<file path="src/rtl/control_sequencer.sv">
// Instruction sequencer for a small load/store datapath. It fetches a 16-bit
// instruction, decodes it in a single EXEC cycle, and optionally waits in MEM
// for a load/store handshake. It drives the datapath selects and owns the
// program counter. HALT is sticky and is cleared only by reset.
//
// state | meaning
// FETCH | drive PC onto memory (MM=1), latch IR when mem_ready
// EXEC  | one-cycle decode of IR[15:12], update PC or branch off to MEM/HALT
// MEM   | LD/ST access, held until mem_ready, then PC+1
// HALT  | frozen, all strobes low, halted=1
module control_sequencer #(
  parameter logic [3:0] FS_ADD   = 4'h2,
  parameter logic [3:0] FS_PASSA = 4'h0,
  parameter logic [3:0] FS_PASSB = 4'hA,
  parameter logic [5:0] PC_RESET = 6'd0
) (
  input  logic        clk_main,
  input  logic        reset,
  input  logic [15:0] IR_in,
  input  logic        mem_ready,
  input  logic        Z,
  input  logic [5:0]  AddrIn,
  output logic [5:0]  PC,
  output logic [3:0]  DR,
  output logic [3:0]  SA,
  output logic [3:0]  SB,
  output logic [3:0]  FS,
  output logic        MB,
  output logic        MM,
  output logic        MD,
  output logic        RW,
  output logic        MW,
  output logic        halted
);

  typedef enum logic [1:0] {
    S_FETCH = 2'd0,
    S_EXEC  = 2'd1,
    S_MEM   = 2'd2,
    S_HALT  = 2'd3
  } state_t;

  state_t      r_state;
  state_t      w_state_next;
  logic [5:0]  r_pc;
  logic [5:0]  w_pc_next;
  logic [15:0] r_ir;
  logic [15:0] w_ir_next;
  logic [3:0]  w_op;
  logic [5:0]  w_pc_inc;
  logic [5:0]  w_pc_branch;

  assign w_op        = r_ir[15:12];
  // 6-bit adds wrap naturally, giving modulo-64 PC arithmetic in both directions
  assign w_pc_inc    = r_pc + 6'd1;
  assign w_pc_branch = r_pc + {{2{r_ir[11]}}, r_ir[11:8]};

  assign PC = r_pc;
  assign DR = r_ir[11:8];
  assign SA = r_ir[7:4];
  assign SB = r_ir[3:0];

  // State, PC and IR registers; IR resets to a NOP encoding
  always_ff @(posedge clk_main or negedge reset) begin
    if (!reset) begin
      r_state <= S_FETCH;
      r_pc    <= PC_RESET;
      r_ir    <= 16'hF000;
    end else begin
      r_state <= w_state_next;
      r_pc    <= w_pc_next;
      r_ir    <= w_ir_next;
    end
  end

  // Next-state, next-PC and datapath control decode
  always_comb begin
    w_state_next = r_state;
    w_pc_next    = r_pc;
    w_ir_next    = r_ir;
    FS           = 4'h0;
    MB           = 1'b0;
    MM           = 1'b0;
    MD           = 1'b0;
    RW           = 1'b0;
    MW           = 1'b0;
    halted       = 1'b0;
    case (r_state)
      S_FETCH: begin
        MM = 1'b1;
        if (mem_ready) begin
          w_ir_next    = IR_in;
          w_state_next = S_EXEC;
        end
      end
      S_EXEC: begin
        w_state_next = S_FETCH;
        case (w_op)
          4'h8: begin
            FS        = FS_ADD;
            MB        = 1'b1;
            RW        = 1'b1;
            w_pc_next = w_pc_inc;
          end
          4'h9, 4'hA: w_state_next = S_MEM;
          4'hB: begin
            FS        = FS_PASSA;
            w_pc_next = Z ? w_pc_branch : w_pc_inc;
          end
          4'hC: w_pc_next = r_ir[5:0];
          4'hD: w_pc_next = AddrIn;
          4'hE: w_state_next = S_HALT;
          4'hF: w_pc_next = w_pc_inc;
          // opcodes 0x0-0x7 are register-register ALU operations
          default: begin
            FS        = {1'b0, w_op[2:0]};
            RW        = 1'b1;
            w_pc_next = w_pc_inc;
          end
        endcase
      end
      S_MEM: begin
        if (w_op == 4'h9) begin
          MD = 1'b1;
          RW = mem_ready;
        end else begin
          FS = FS_PASSB;
          MW = 1'b1;
        end
        if (mem_ready) begin
          w_pc_next    = w_pc_inc;
          w_state_next = S_FETCH;
        end
      end
      S_HALT: halted = 1'b1;
      default: w_state_next = S_FETCH;
    endcase
  end

endmodule

</file>
<file path="config.mk">
export PLATFORM = sky130hd
export DESIGN_NAME = control_sequencer
export DESIGN_NICKNAME = d
export VERILOG_FILES = /design/src/rtl/control_sequencer.sv
export SDC_FILE = /design/constraint.sdc
export NUM_CORES = 1
export LEC_CHECK = 0
export ABC_AREA = 1
export CORE_MARGIN = 3
export CORE_UTILIZATION = 50
export CTS_BUF_LIST = sky130_fd_sc_hd__clkbuf_8
export DETAILED_ROUTE_END_ITERATION = 8
export PLACE_DENSITY = 0.95
export SLEW_MARGIN = 20
export SYNTH_ARGS = -nofsm -noshare
export SYNTH_HDL_FRONTEND = slang
export SYNTH_SLANG_ARGS = --single-unit
</file>
<file path="constraint.sdc">
create_clock -name clk_main -period 3.4 [get_ports clk_main]
set_input_delay 0.34 -clock clk_main [delete_from_list [all_inputs] [get_ports clk_main]]
set_output_delay 0.34 -clock clk_main [all_outputs]
set_load 0.005 [all_outputs]
</file>
After elaboration in Yosys (flattened, before gate mapping) --
Index checks and enable logic that the tools add are counted.
Storage, ports and cells: register bits 24, output and inout bits 28, word-level logic and storage cells 50
Operators by class: add/sub/neg operators 2, eq/ne operators 14, muxes and demuxes 22, reductions and logical operators 9
Operators by type and width (count):
- $eq A4 B4 Y1 const B | 8
- $pmux W6 S4 | 1
- $mux W6 | 2
- $pmux W6 S2 | 1
- $mux W1 | 10
- $pmux W4 S2 | 1
- $reduce_or A7 Y1 | 1
- $add A6 B1 Y6 const B | 1
- $add A6 B6 Y6 | 1
- $ne A2 B2 Y1 const B | 3
- $pmux W2 S3 | 1
- $pmux W3 S2 | 1
- $reduce_and A3 Y1 | 2
- $eq A2 B2 Y1 const B | 2
- $mux W2 | 2
- $mux W4 | 1
- $pmux W2 S2 | 1
- $reduce_bool A3 Y1 | 1
- $reduce_or A3 Y1 | 1
- $eq A2 B1 Y1 const B | 1
- $logic_not A2 Y1 | 1
- $pmux W1 S2 | 1
- $reduce_and A2 Y1 | 1
- $reduce_bool A2 Y1 | 1
- $reduce_or A2 Y1 | 1

Depth between registers and ports, before layout --
Gate-level depths: netlist of run 1.
depth after elaboration 4, gate-level depth with buffers 11, depth with buffers taken out 11

Worst setup path before layout of run 1 --
Ideal clock, no wire load.
path type reg-to-reg, from register r_pc[0] (netlist: PC[0]), to register r_pc[4] (netlist: PC[4]), arrival time 1.608 ns, setup slack 1.727 ns, stages on the path, launching flop included 10, path buffers 0, period minus slack after synthesis 1.673 ns, cells stage by stage dfrtp_1 ha_1 fa_1 nand3_1 nand3_1 nand2_1 nor2_1 o21ai_0 nand2_1 nand2_1
On the way: longest elaborated chain between the ends 4
RTL lines:
- from (decl) | line 45 | logic [5:0] r_pc;
- from (signal assigned) | line 71 | r_pc <= w_pc_next;
- $add A6 B1 Y6 or $add A6 B6 Y6 (tied branches) | line 55, 56
- $mux W6 | line 108 | w_pc_next = Z ? w_pc_branch : w_pc_inc;
- $pmux W6 S4 | line 98 | case (w_op)
- $pmux W6 S2 * | line 88 | case (r_state)
Mark *: on every way between the ends. The rest lies on a longest branch, timed or not. The select of a mux whose other input is x is not followed. A chain may end at the register's enable or synchronous reset.

Worst setup path after layout of run 1 --
from register r_ir[12], to output RW
On the way: longest elaborated chain between the ends 4
RTL lines:
- from (decl) | line 47 | logic [15:0] r_ir;
- from (signal assigned) | line 72 | r_ir <= w_ir_next;
- $eq A4 B4 Y1 (on tied branches) | line 98, 123
- $reduce_or A7 Y1 (no source line)
- $mux W1 | line 98
- $pmux W1 S2 * | line 88
- to (decl) | line 31 | output logic RW,
Mark *: on every way between the ends. The rest lies on a longest branch, timed or not.

==> metrics.txt, run 1 <==
PD cells 895 nW/um^2; commonest non-fill, non-tap cell in the layout nand2_1; Worst EP arrival 1960 ps; Clock Skews 8.68 ps; largest net degree at the start of global routing 27; Static Leak 1.05 nW; mapped cell area 1780 sq um; FMAX 0.435 GHz; Least-Margin Pin Slew 840 ps; clk_lat worst skew 270 ps; largest area contributor in the netlist dfrtp_1; fin area 2290 sq um; Iteration-0 DRC Markers 120; r2r endpoint r_ir[8]; CTS tree yes; synthesis-to-finish area growth 29.0%; Num CTS Buffers 3; # rows 21; top cell type's share of synthesized area 28.2%; Layout fillers 275; synthesized instance count 242; Synth warnings 0; worst r2r src r_state[0]; Bufs and invs on worst path 2; Clk pin slew, worst setup/hold paths 90 ps; Required @ worst endpoint 3060 ps; Distinct cells, synth 27; Register Area 606 sq um; ANT nets after route 0; GRT Residual Overflow 0; Multi-input gate area 965 sq um; post-cts hold buffer count 0; worst-path maximum fanout 5; highest-count cells in the layout ignoring fill and taps 65 x nand2_1, 52 x clkdlybuf4s50_1, 27 x nor2_1; drt total wl 4.16 mm; die area 4300 sq um; Avg WL per Cell 12.6 um; initial antenna violation count 0; period utilisation layout 67.6%; Worst path slowest cell dfstp_2; # Post-CTS Setup Buffers 0; Die Height 65.6 um; Placer Congestion 0.853; placed wire-length estimate 3.24 mm; post-cts sizing count 0; # setup viols final 0; starting density of the core 52.4%; Root Buffer Master clkbuf_8; Mapped Nets 279; setup tns final 0 ps; Port-buffer cells 53; Die Wd 65.6 um; worst-case clock buffer depth 2; first-pass GRT wire length 6.95 mm; Synth Area per Inst 7.34 sq um; Core ar. 3390 sq um; DR vias 1681; Post-DP Area 2250 sq um; crit-path leading delay family buffers and inverters; GRT Total Usage 20.4%; Seq cells post-synth 24; minimum clock period 2300 ps; Pins Over Slew Limit 0; NumNets Final 321; Seq/Total Area, Yosys 34.1%; VDD IR max 413 uV; Ports 54; Max-cap violations 0; final hold violations 0; H-tree depth 1; reg2reg path depth 4; critical path class reg -> out; share of post-route cells with drive strength above 1 8.83%; main area contributors after synthesis dfrtp_1 28%, nand2_1 14%, ha_1 7.0%; Diodes inserted 0; clock sinks 24; worst stage delay on the critical path 580 ps; drt pass-1 iters 4; hold crit path type in -> async; DRC 0; vias in the first global route 1619; Cell Chain, Critical Path inv_2, nor2_1, nand2_1, nor2_1, nand2_1, a21oi_1, clkdlybuf4s50_1; RSZ-0062 raised after global routing no; Worst slew margin 43.9%; post-route core utilization 67.6%; startpoint types flip-flop; status complete, no violations; Crit. End Element output pin; FF-to-FF setup slack 1520 ps; Via density 5.11
-- flip-flops by register name, summed over array words and instances, names as in the netlist --
name and flops:
r_ir 16, r_state 2, PC 6
-- cells by family after synthesis --
family          share of synthesized area, %
simple gates                            29.4
xor+xnor                                1.97
mux                                     3.80
flops                                   34.1
buf+inv                                 11.6
compound gates                          10.9
fa+ha+maj                               8.17
-- synthesized netlist by cell type --
library cell	instances
or2_2	1
buf_4	14
fa_1	1
a21oi_1	21
nor3_2	2
inv_2	3
nand3b_1	2
nand4_1	3
dfrtp_1	20
nand3_2	2
xor2_1	4
nor2_1	27
clkbuf_1	2
nand3_1	13
nand2_2	1
nor2_4	1
a21oi_2	1
dfstp_2	4
nor3_1	3
o21ai_0	9
o31ai_1	1
inv_1	22
mux2_2	6
a31oi_1	2
nand2_1	65
o211ai_1	2
ha_1	10
-- stage by stage --
step	instances	hold slack (ps)	setup WS, ps	total power (W)
final	329	36.9	1100	0.00205
after global routing	329	92.3	898	0.00224
after CTS	329	519	1090	0.00205
after detailed placement	325	498	1380	0.00187
after global placement	325	489	1420	0.00181
after floorplan	242	44.4	1730	0.00148
-- area by class of cell --
type | count | share of cell area, %
Inverter | 25 | 4.09
Clock buffer | 3 | 1.80
Sequential cell | 24 | 26.4
Tap cell | 46 | 2.51
Multi-Input combinational cell | 177 | 42.1
Clock inverter | 1 | 0.164
Timing Repair Buffer | 53 | 22.9
-- report_power, final --
part           internal (W)  switching (W)
registers          0.000442       0.000167
clock network     0.0000808      0.0000903
logic              0.000593       0.000680
total               0.00112       0.000937
-- per-layer routing --
metal	share of wire, %	track usage (%)	wire, um
met4	1.5	6.99	61
met3	4.6	2.22	193
met5	0	0	0
met2	50	36.9	2080
met1	44	24.9	1830
-- worst max path at each step --
stage	from	endpoint	depth (start not counted)	slack [ps]
4_1_cts	r_state[0]	RW	7	1090
3_5_place_dp	r_state[0]	RW	7	1380
2_1_floorplan	PC[0]	PC[4]	9	1730
3_3_place_gp	r_state[0]	RW	7	1420
5_1_grt	r_state[0]	RW	7	900
6_report	r_ir[12]	RW	7	1100
-- worst register-to-register path: stages, from the launching register on --
cell and delay (ps):
dfrtp_1 420, inv_1 90, ha_1 210, nand2_1 620
mux2_2 430
Power figures use the tool's default switching activity.
==> run 2: changes to the inputs <==
CORE_UTILIZATION = 49   (was 50)
PLACE_DENSITY = 0.93   (was 0.95)
clock period = 2.35 ns   (was 3.4 ns; I/O delays follow)
==> metrics.txt, run 2 (same netlist as run 1, synthesis figures left out) <==
Layout fillers 282; reg2reg path depth 9; hold crit path type in -> async; # Post-CTS Setup Buffers 0; worst r2r src r_ir[8]; worst-path maximum fanout 5; # setup viols final 0; NumNets Final 325; die area 4380 sq um; Diodes inserted 0; Die Wd 66.2 um; Clk pin slew, worst setup/hold paths 80 ps; Clock Skews 3.91 ps; synthesis-to-finish area growth 31.8%; Root Buffer Master clkbuf_8; Iteration-0 DRC Markers 137; crit-path leading delay family buffers and inverters; Required @ worst endpoint 2120 ps; Num CTS Buffers 3; setup tns final 0 ps; Register Area 607 sq um; CTS tree yes; starting density of the core 52.0%; Die Height 66.2 um; Hold WS 322 ps; clk_lat worst skew 260 ps; GRT Total Usage 21.6%; Crit. End Element output pin; critical path's most frequent cell inv_1; PD cells 1310 nW/um^2; r2r endpoint PC[4]; Placer Congestion 0.866; startpoint types flip-flop; met2 Use GR 37.2%; Worst slew margin 67.9%; Multi-input gate area 967 sq um; share of post-route cells with drive strength above 1 10.8%; Port-buffer cells 53; initial antenna violation count 0; minimum clock period 2270 ps; Pins Over Slew Limit 0; commonest non-fill, non-tap cell in the layout nand2_1; # rows 21; Cell Chain, Critical Path inv_1, ha_1, inv_1, a21oi_1, nor3_1, nor2_1, clkdlybuf4s50_1; Static Leak 1.07 nW; status complete, no violations; Via density 5.35; GR peak layer met2; vias in the first global route 1696; clock sinks 24; DR vias 1782; GR Util met3 2.21%; final hold violations 0; H-tree depth 1; ANT nets after route 0; highest-count cells in the layout ignoring fill and taps 65 x nand2_1, 53 x clkdlybuf4s50_1, 26 x nor2_1; Least-Margin Pin Slew 481 ps; worst-case clock buffer depth 2; Avg WL per Cell 13.2 um; drt total wl 4.39 mm; VDD IR max 694 uV; period utilisation layout 96.7%; critical path class reg -> out; DP Cell Count 329; Post-Layout Cell Count 333; first-pass GRT wire length 7.51 mm; largest net degree at the start of global routing 25; DRC 0; FF-to-FF setup slack 600 ps; max FFs per register 16; Max-cap violations 0; drt pass-1 iters 4; GRT Residual Overflow 0; Core ar. 3420 sq um; Ports 54; Power, Total 0.00306 W; worst stage delay on the critical path 500 ps; FMAX 0.440 GHz; Bufs and invs on worst path 3; grt met1 use 28.7%; placed wire-length estimate 3.39 mm; register bank with the most flops r_ir; Worst EP arrival 2040 ps; Worst path slowest cell clkdlybuf4s50_1
## run 2: changes by cell type in the layout (fill, tap and decap cells not counted)
cell / previous run / this run
nor2_2: 0 / 1
inv_1: 23 / 22
buf_2: 1 / 0
dfrtp_1: 20 / 19
clkbuf_8: 3 / 4
buf_4: 0 / 4
clkdlybuf4s50_1: 52 / 53
dfrtp_2: 0 / 1
nor2_1: 27 / 26
## run 2: worst max-delay path by stage
stage / from / end / slack (ps) / depth (start not counted)
floorplan: PC[0] / PC[4] / 680 / 9
global route: r_state[0] / FS[1] / -2 / 7
CTS: r_state[0] / FS[1] / 90 / 7
detailed placement: r_state[0] / FS[1] / 370 / 7
finish: r_state[0] / FS[1] / 80 / 7
global placement: r_state[0] / FS[1] / 480 / 7
## run 2: final cells by class
type / count / area share, %
Multi-Input combinational cell: 177 / 41.3
Sequential cell: 24 / 25.9
Timing Repair Buffer: 57 / 23.9
Inverter: 25 / 4.01
Tap cell: 46 / 2.46
Clock buffer: 4 / 2.35
## run 2: through the flow
step,util (%),instance area (sq um),worst slack [ps]
2_1_floorplan,-,1780,677
3_3_place_gp,66.8,2280,484
3_5_place_dp,66.8,2280,373
4_1_cts,68.4,2340,86.2
5_1_grt,68.5,2340,-2.22
6_report,68.5,2340,77.7
## run 2: worst register-to-register path: stages (launching register included)
cell     delay (ps)
dfrtp_1         420
ha_1            240
fa_1            410
nand3_1         130
nand3_1          80
nand2_1          70
nor2_1           50
o21ai_0         170
nand2_1          70
nand2_1          50
## run 2: layer usage
layer	share of wire [%]	wire, um	vias to the layer above
li1	-	-	864
met1	42	1860	815
met2	49	2130	85
met3	6.7	292	18
met4	2.3	101	0
met5	0	0	-
## run 2: repair_timing
action                     4_1_cts  5_1_grt
gates resized for setup          0        2
hold buffers                     0        0
setup endpoints to repair        0        2
hold endpoints to repair         0        0
## run 2: where the power goes
part           switching (W)  internal, W  leakage (nW)
combinational        0.00104     0.000882         0.765
sequential          0.000225     0.000641         0.278
clock               0.000128     0.000149        0.0288
total                0.00139      0.00167          1.07
